`src/rtl/fetch_ctrl_if.sv`:
```
// Fetch controller bus bundle: instruction-memory read port, decode handshake and redirect.
// The master modport is the fetch controller side, slave is the memory/decode/branch side.
interface fetch_ctrl_if;
    logic [31:0] imem_addr;
    logic [3:0]  imem_rmask;
    logic [31:0] imem_rdata;
    logic        imem_resp;
    logic        dec_valid;
    logic        dec_ready;
    logic [31:0] dec_inst;
    logic [31:0] dec_pc;
    logic        redirect;
    logic [31:0] redirect_pc;

    modport master (
        output imem_addr, imem_rmask, dec_valid, dec_inst, dec_pc,
        input  imem_rdata, imem_resp, dec_ready, redirect, redirect_pc
    );

    modport slave (
        input  imem_addr, imem_rmask, dec_valid, dec_inst, dec_pc,
        output imem_rdata, imem_resp, dec_ready, redirect, redirect_pc
    );
endinterface

```
`src/rtl/fetch_ctrl.sv`:
```
// RV32I fetch controller: owns the fetch PC, issues imem reads, queues in-order responses for decode.
// Optional macro FETCH_BYPASS_EN forwards a response straight to decode when the queue is empty.
module fetch_ctrl #(
    parameter int          DEPTH    = 4,
    parameter logic [31:0] RESET_PC = 32'h1eceb000
) (
    input logic        clk,
    input logic        rst,
    fetch_ctrl_if.master bus
);
    localparam int          AW  = (DEPTH > 1) ? $clog2(DEPTH) : 1;
    localparam int          CW  = $clog2(DEPTH + 1);
    localparam logic [31:0] NOP = 32'h00000013;

    logic [31:0]   pc;
    logic [31:0]   resp_pc;
    logic [31:0]   q_inst [DEPTH];
    logic [31:0]   q_pc   [DEPTH];
    logic [AW-1:0] head;
    logic [AW-1:0] tail;
    logic [CW-1:0] count;
    logic [CW-1:0] outstanding;
    logic [CW-1:0] drop_cnt;
    logic          rst_q;

    logic          q_nonempty;
    logic          resp_keep;
    logic          bypass;
    logic          bypass_taken;
    logic          pop;
    logic          pop_q;
    logic          push;
    logic          issue;
    logic [CW:0]   occ;
    logic          dec_valid_c;
    logic [31:0]   dec_inst_c;
    logic [31:0]   dec_pc_c;

    assign q_nonempty = (count != '0);
    assign resp_keep  = !rst && bus.imem_resp && !bus.redirect && (drop_cnt == '0);

`ifdef FETCH_BYPASS_EN
    assign bypass       = !q_nonempty && resp_keep;
    assign bypass_taken = bypass && bus.dec_ready;
`else
    assign bypass       = 1'b0;
    assign bypass_taken = 1'b0;
`endif

    always_comb begin
        dec_valid_c = 1'b0;
        dec_inst_c  = NOP;
        dec_pc_c    = rst ? RESET_PC : resp_pc;
        if (!rst && q_nonempty) begin
            dec_valid_c = 1'b1;
            dec_inst_c  = q_inst[head];
            dec_pc_c    = q_pc[head];
        end
`ifdef FETCH_BYPASS_EN
        else if (bypass) begin
            dec_valid_c = 1'b1;
            dec_inst_c  = bus.imem_rdata;
            dec_pc_c    = resp_pc;
        end
`endif
    end

    assign bus.dec_valid = dec_valid_c;
    assign bus.dec_inst  = dec_inst_c;
    assign bus.dec_pc    = dec_pc_c;

    // A bypassed response is still counted in outstanding, so occ cannot underflow.
    assign pop   = dec_valid_c && bus.dec_ready;
    assign pop_q = !rst && q_nonempty && bus.dec_ready;
    assign push  = resp_keep && !bypass_taken;
    assign occ   = {1'b0, outstanding} + {1'b0, count} - (CW+1)'(pop);
    assign issue = !rst && !rst_q && !bus.redirect && (occ < (CW+1)'(DEPTH));

    assign bus.imem_addr  = rst ? RESET_PC : pc;
    assign bus.imem_rmask = issue ? 4'hF : 4'h0;

    always_ff @(posedge clk) begin
        if (rst) begin
            pc          <= RESET_PC;
            resp_pc     <= RESET_PC;
            head        <= '0;
            tail        <= '0;
            count       <= '0;
            outstanding <= '0;
            drop_cnt    <= '0;
            rst_q       <= 1'b1;
        end else begin
            rst_q <= 1'b0;
            if (bus.redirect) begin
                pc          <= bus.redirect_pc;
                resp_pc     <= bus.redirect_pc;
                head        <= '0;
                tail        <= '0;
                count       <= '0;
                outstanding <= outstanding - CW'(bus.imem_resp);
                // outstanding already includes earlier pending drops, so it replaces drop_cnt.
                drop_cnt    <= outstanding - CW'(bus.imem_resp);
            end else begin
                if (issue)
                    pc <= pc + 32'd4;
                outstanding <= outstanding + CW'(issue) - CW'(bus.imem_resp);
                if (bus.imem_resp) begin
                    if (drop_cnt != '0)
                        drop_cnt <= drop_cnt - CW'(1);
                    else
                        resp_pc <= resp_pc + 32'd4;
                end
                if (push)
                    tail <= tail + AW'(1);
                if (pop_q)
                    head <= head + AW'(1);
                count <= count + CW'(push) - CW'(pop_q);
            end
        end
    end

    always_ff @(posedge clk) begin
        if (push) begin
            q_inst[tail] <= bus.imem_rdata;
            q_pc[tail]   <= resp_pc;
        end
    end
endmodule

```
`src/flat_wrapper.sv`:
```
// flat-port wrapper written by rule: the top's interface ports become plain ports
module fetch_ctrl_flat 
#(
    parameter int          DEPTH    = 4,
    parameter logic [31:0] RESET_PC = 32'h1eceb000
)
  (clk, rst, bus_imem_addr, bus_imem_rmask, bus_dec_valid, bus_dec_inst, bus_dec_pc, bus_imem_rdata, bus_imem_resp, bus_dec_ready, bus_redirect, bus_redirect_pc);
  fetch_ctrl_if bus_i ();
  input logic clk;
  input logic rst;
  output wire logic [$bits(bus_i.imem_addr)-1:0] bus_imem_addr;
  output wire logic [$bits(bus_i.imem_rmask)-1:0] bus_imem_rmask;
  output wire logic [$bits(bus_i.dec_valid)-1:0] bus_dec_valid;
  output wire logic [$bits(bus_i.dec_inst)-1:0] bus_dec_inst;
  output wire logic [$bits(bus_i.dec_pc)-1:0] bus_dec_pc;
  input wire logic [$bits(bus_i.imem_rdata)-1:0] bus_imem_rdata;
  input wire logic [$bits(bus_i.imem_resp)-1:0] bus_imem_resp;
  input wire logic [$bits(bus_i.dec_ready)-1:0] bus_dec_ready;
  input wire logic [$bits(bus_i.redirect)-1:0] bus_redirect;
  input wire logic [$bits(bus_i.redirect_pc)-1:0] bus_redirect_pc;
  assign bus_imem_addr = bus_i.imem_addr;
  assign bus_imem_rmask = bus_i.imem_rmask;
  assign bus_dec_valid = bus_i.dec_valid;
  assign bus_dec_inst = bus_i.dec_inst;
  assign bus_dec_pc = bus_i.dec_pc;
  assign bus_i.imem_rdata = bus_imem_rdata;
  assign bus_i.imem_resp = bus_imem_resp;
  assign bus_i.dec_ready = bus_dec_ready;
  assign bus_i.redirect = bus_redirect;
  assign bus_i.redirect_pc = bus_redirect_pc;
  fetch_ctrl #(.DEPTH(DEPTH), .RESET_PC(RESET_PC)) u_core (.clk(clk), .rst(rst), .bus(bus_i));
endmodule
```
`config.mk`:
```
export PLATFORM = sky130hd
export DESIGN_NAME = fetch_ctrl_flat
export DESIGN_NICKNAME = d
export VERILOG_FILES = /design/src/rtl/fetch_ctrl_if.sv /design/src/rtl/fetch_ctrl.sv /design/src/flat_wrapper.sv
export SDC_FILE = /design/constraint.sdc
export NUM_CORES = 1
export LEC_CHECK = 0
export CORE_MARGIN = 2
export CORE_UTILIZATION = 45
export CTS_BUF_LIST = sky130_fd_sc_hd__clkbuf_2
export CTS_CLUSTER_SIZE = 8
export DETAILED_ROUTE_END_ITERATION = 7
export PLACE_DENSITY_LB_ADDON = 0.15
export SETUP_SLACK_MARGIN = 0.15
export SLEW_MARGIN = 10
export SYNTH_ARGS = -nofsm -noshare
export SYNTH_HDL_FRONTEND = slang
export SYNTH_SLANG_ARGS = --single-unit
```
`constraint.sdc`:
```
create_clock -name clk -period 4.47 [get_ports clk]
set_input_delay 0.447 -clock clk [delete_from_list [all_inputs] [get_ports clk]]
set_output_delay 0.447 -clock clk [all_outputs]
set_load 0.02 [all_outputs]
```
==> reports/summary.txt <==
Worst hold-check path type - input pin to register
Post-synthesis register bit count - 336
Total track usage - 0.205
Setup TNS - 0 ns
Sequential-to-total area share from yosys stat - 0.647
Peak Freq - 0.251 GHz
CTS Root Cell - clkbuf_2
CP Data Required Time - 4.02 ns
Reg2reg path depth - 18
Critical path class - register to output port
CP Capture Type - output port
Number of synthesized flops with an enable pin - 256
FILL cells - 2,654
Vias in the first global route - 9,527
Main synth FF type - edfxtp_1
Worst vdd ir - 0.000185 V
Max cap viols - 0
Area growth syn-to-layout - 21.0%
RSZ-0062 raised after global routing - false
Antenna violations before repair - 2
Slew @ Worst Pin - 0.893 ns
Post-synthesis area per instance - 14.4 um^2
Data arrival time of the worst path - 3.54 ns
R2r setup slk - 0.90 ns
Chip width - 183 um
Critical Path Source Type - register
Worst setup path startpoint - u_core.count[2]
Skew final - 0.0744 ns
CTS buffer count - 84
Clock latency at the later pin of the worst-skew pair - 0.90 ns
Via count - 9,390
Final Hold Slack - 0.113 ns
Minimum clock period - 3.99 ns
Clk buf depth - 3
YS warnings - 0
Status - finished clean
Worst flop-to-flop path startpoint - u_core.count[2]
Final hold vios - 0
Worst R2R End - u_core.outstanding[2]
Placer congestion estimate - 0.849
H-tree Lvls - 3
Grt total ovfl - 0
IO Count - 170
Synthesized net count - 1,083
First-pass GRT wire length - 53,000 um
Iteration-0 DRC Markers - 585
Layout Nets - 1,304
Reg area - 9300 um^2
Drt drc - 0
Pwr dens - 357 nW/um^2
Async set or reset register ratio after synthesis - 0
CORE AREA - 31,500 um^2
Row count - 65
CP Max Fanout - 15
Share of post-route cells with drive strength above 1 - 0.196
Pin count of the biggest net entering global routing - 57
Final period util - 0.892
Port bufs - 169
CP endpoint - bus_imem_rmask[2]
Placed Area - 16,600 um^2
Cell Area, Synth - 14,300 um^2
Met3 Wirelength - 2530 um
CTS tree - done
Fin. max-slew vios - 0
Die Y - 183 um
Design area - 17,400 um^2
Routed length per instance - 20.1 um
Multi-input gate area - 4720 um^2
Top Metal Used - met4
M1 wire length - 15,200 um
Final setup viols - 0
Half-perimeter wire length after placement - 21,200 um
Detailed Route WL - 33,800 um
Vias/cell - 5.58
Synth unique cells - 61
Clock Sink Count - 336
Final ANT Viol Nets - 0
Reg clk slew, reported paths - 0.10 ns
Leakage Power - 5.82 nW
DIE AREA - 33,300 um^2
Met2 WL - 15,600 um
Effective utilization at floorplan - 0.456
Finished Core Util - 0.551
Cells after synthesis - 994
Pre-Repair DR Iteration Count - 5
Slew headroom - 0.403
power breakdown:
group	leakage, nW	switching [mW]	total [mW]	internal [mW]
registers	2.97	0.0909	3.52	3.43
clock network	0.597	1.23	2.12	0.892
logic	2.25	0.295	0.553	0.258
total	5.82	1.62	6.20	4.58
cells in the mapped netlist, drive strengths merged, types with 7 or more instances:
master | number | share of area
nand3 | 29 | 0.010
inv | 26 | 0.0068
or4 | 9 | 0.0050
or3 | 8 | 0.0035
xnor2 | 16 | 0.0098
and2 | 37 | 0.016
edfxtp | 256 | 0.54
nor3 | 14 | 0.0049
a31oi | 10 | 0.0044
dfxtp | 80 | 0.11
nand2 | 63 | 0.016
a21oi | 42 | 0.015
xor2 | 21 | 0.013
ha | 18 | 0.016
o311ai | 9 | 0.0055
and3 | 12 | 0.0052
and4 | 9 | 0.0055
a211oi | 12 | 0.0063
a22o | 20 | 0.012
nand4 | 16 | 0.0070
nor2 | 49 | 0.013
buf | 19 | 0.0070
clkbuf | 41 | 0.011
mux4 | 64 | 0.10
o21ai | 17 | 0.0059
nor2b | 17 | 0.0074
or2 | 15 | 0.0065
o22a | 7 | 0.0043
placed cells by master (no fill, tap or decap), drive strengths merged, types with 29 or more instances in the layout:
| cell | count |
|---|---|
| a21oi | 42 |
| edfxtp | 256 |
| nand3 | 29 |
| and2 | 37 |
| clkinv | 30 |
| mux4 | 64 |
| dfxtp | 80 |
| nor2 | 49 |
| clkdlybuf4s50 | 164 |
| clkbuf | 122 |
| nand2 | 63 |
flip-flops by register name (all words and copies together), names as in the netlist, named ones only:
name / flops
u_core.q_inst: 128
u_core.drop_cnt: 3
u_core.head: 2
u_core.pc: 32
u_core.q_pc: 128
u_core.tail: 2
u_core.count: 3
u_core.resp_pc: 32
u_core.rst_q: 1
u_core.outstanding: 3
per-stage QoR:
step / power, mW / worst slack [ns] / cells
3_5_place_dp: 4.15 / 0.653 / 1530
3_3_place_gp: 4.14 / 0.702 / 1530
6_report: 6.20 / 0.482 / 1684
5_1_grt: 6.50 / 0.254 / 1684
4_1_cts: 6.28 / 0.230 / 1682
2_1_floorplan: 3.89 / 0.323 / 994
worst max-delay path, cell delays in order (launching register included):
cell,delay [ns]
dfxtp_1,0.42
nor3_1,0.07
buf_4,0.13
or2_4,0.28
clkinv_1,0.08
and2_1,0.17
ha_1,0.21
inv_1,0.06
ha_1,0.26
and3b_1,0.26
o2111a_1,0.23
nor2_2,0.05
inv_1,0.08
buf_4,0.21
clkbuf_2,0.20
what timing repair did:
item	in CTS	in global routing
buffers inserted	1	0
endpoints found under the setup margin	4	4
hold buffers	0	0
gates resized for setup	5	9
cell families after synthesis:
family | synth area share
buffers and inverters | 0.0248
XOR/XNOR | 0.0226
adder cells (fa/ha/maj) | 0.0185
multiplexers | 0.103
AND/OR/NAND/NOR | 0.109
AO/OA/AOI/OAI | 0.0748
flip-flops | 0.647
cell type report:
class | instances | area share
sequential | 336 | 0.536
tap | 402 | 0.0290
timing repair buffer | 195 | 0.111
clock buffer | 118 | 0.0340
clock inverter | 33 | 0.0126
multi-input combinational | 571 | 0.272
antenna | 2 | 0.000288
inverter | 27 | 0.00584
worst min-delay path by stage:
| stage | start | end | slack (ns) | depth (start not counted) |
|---|---|---|---|---|
| final | rst | u_core.rst_q | 0.11 | 2 |
| after global routing | rst | u_core.rst_q | 0.03 | 2 |
| after CTS | rst | u_core.rst_q | 0.03 | 2 |
| after detailed placement | u_core.pc[1] | u_core.pc[1] | 0.45 | 2 |
| after global placement | u_core.pc[1] | u_core.pc[1] | 0.45 | 2 |
| after floorplan | u_core.pc[0] | u_core.pc[0] | 0.43 | 2 |
layer usage:
metal | up-vias | GRT usage
met1 | 4616 | 0.287
li1 | 4351 | -
met2 | 368 | 0.317
met4 | 0 | 0.0584
met5 | - | 0
met3 | 55 | 0.0525
(Power assumes the default switching activity.)
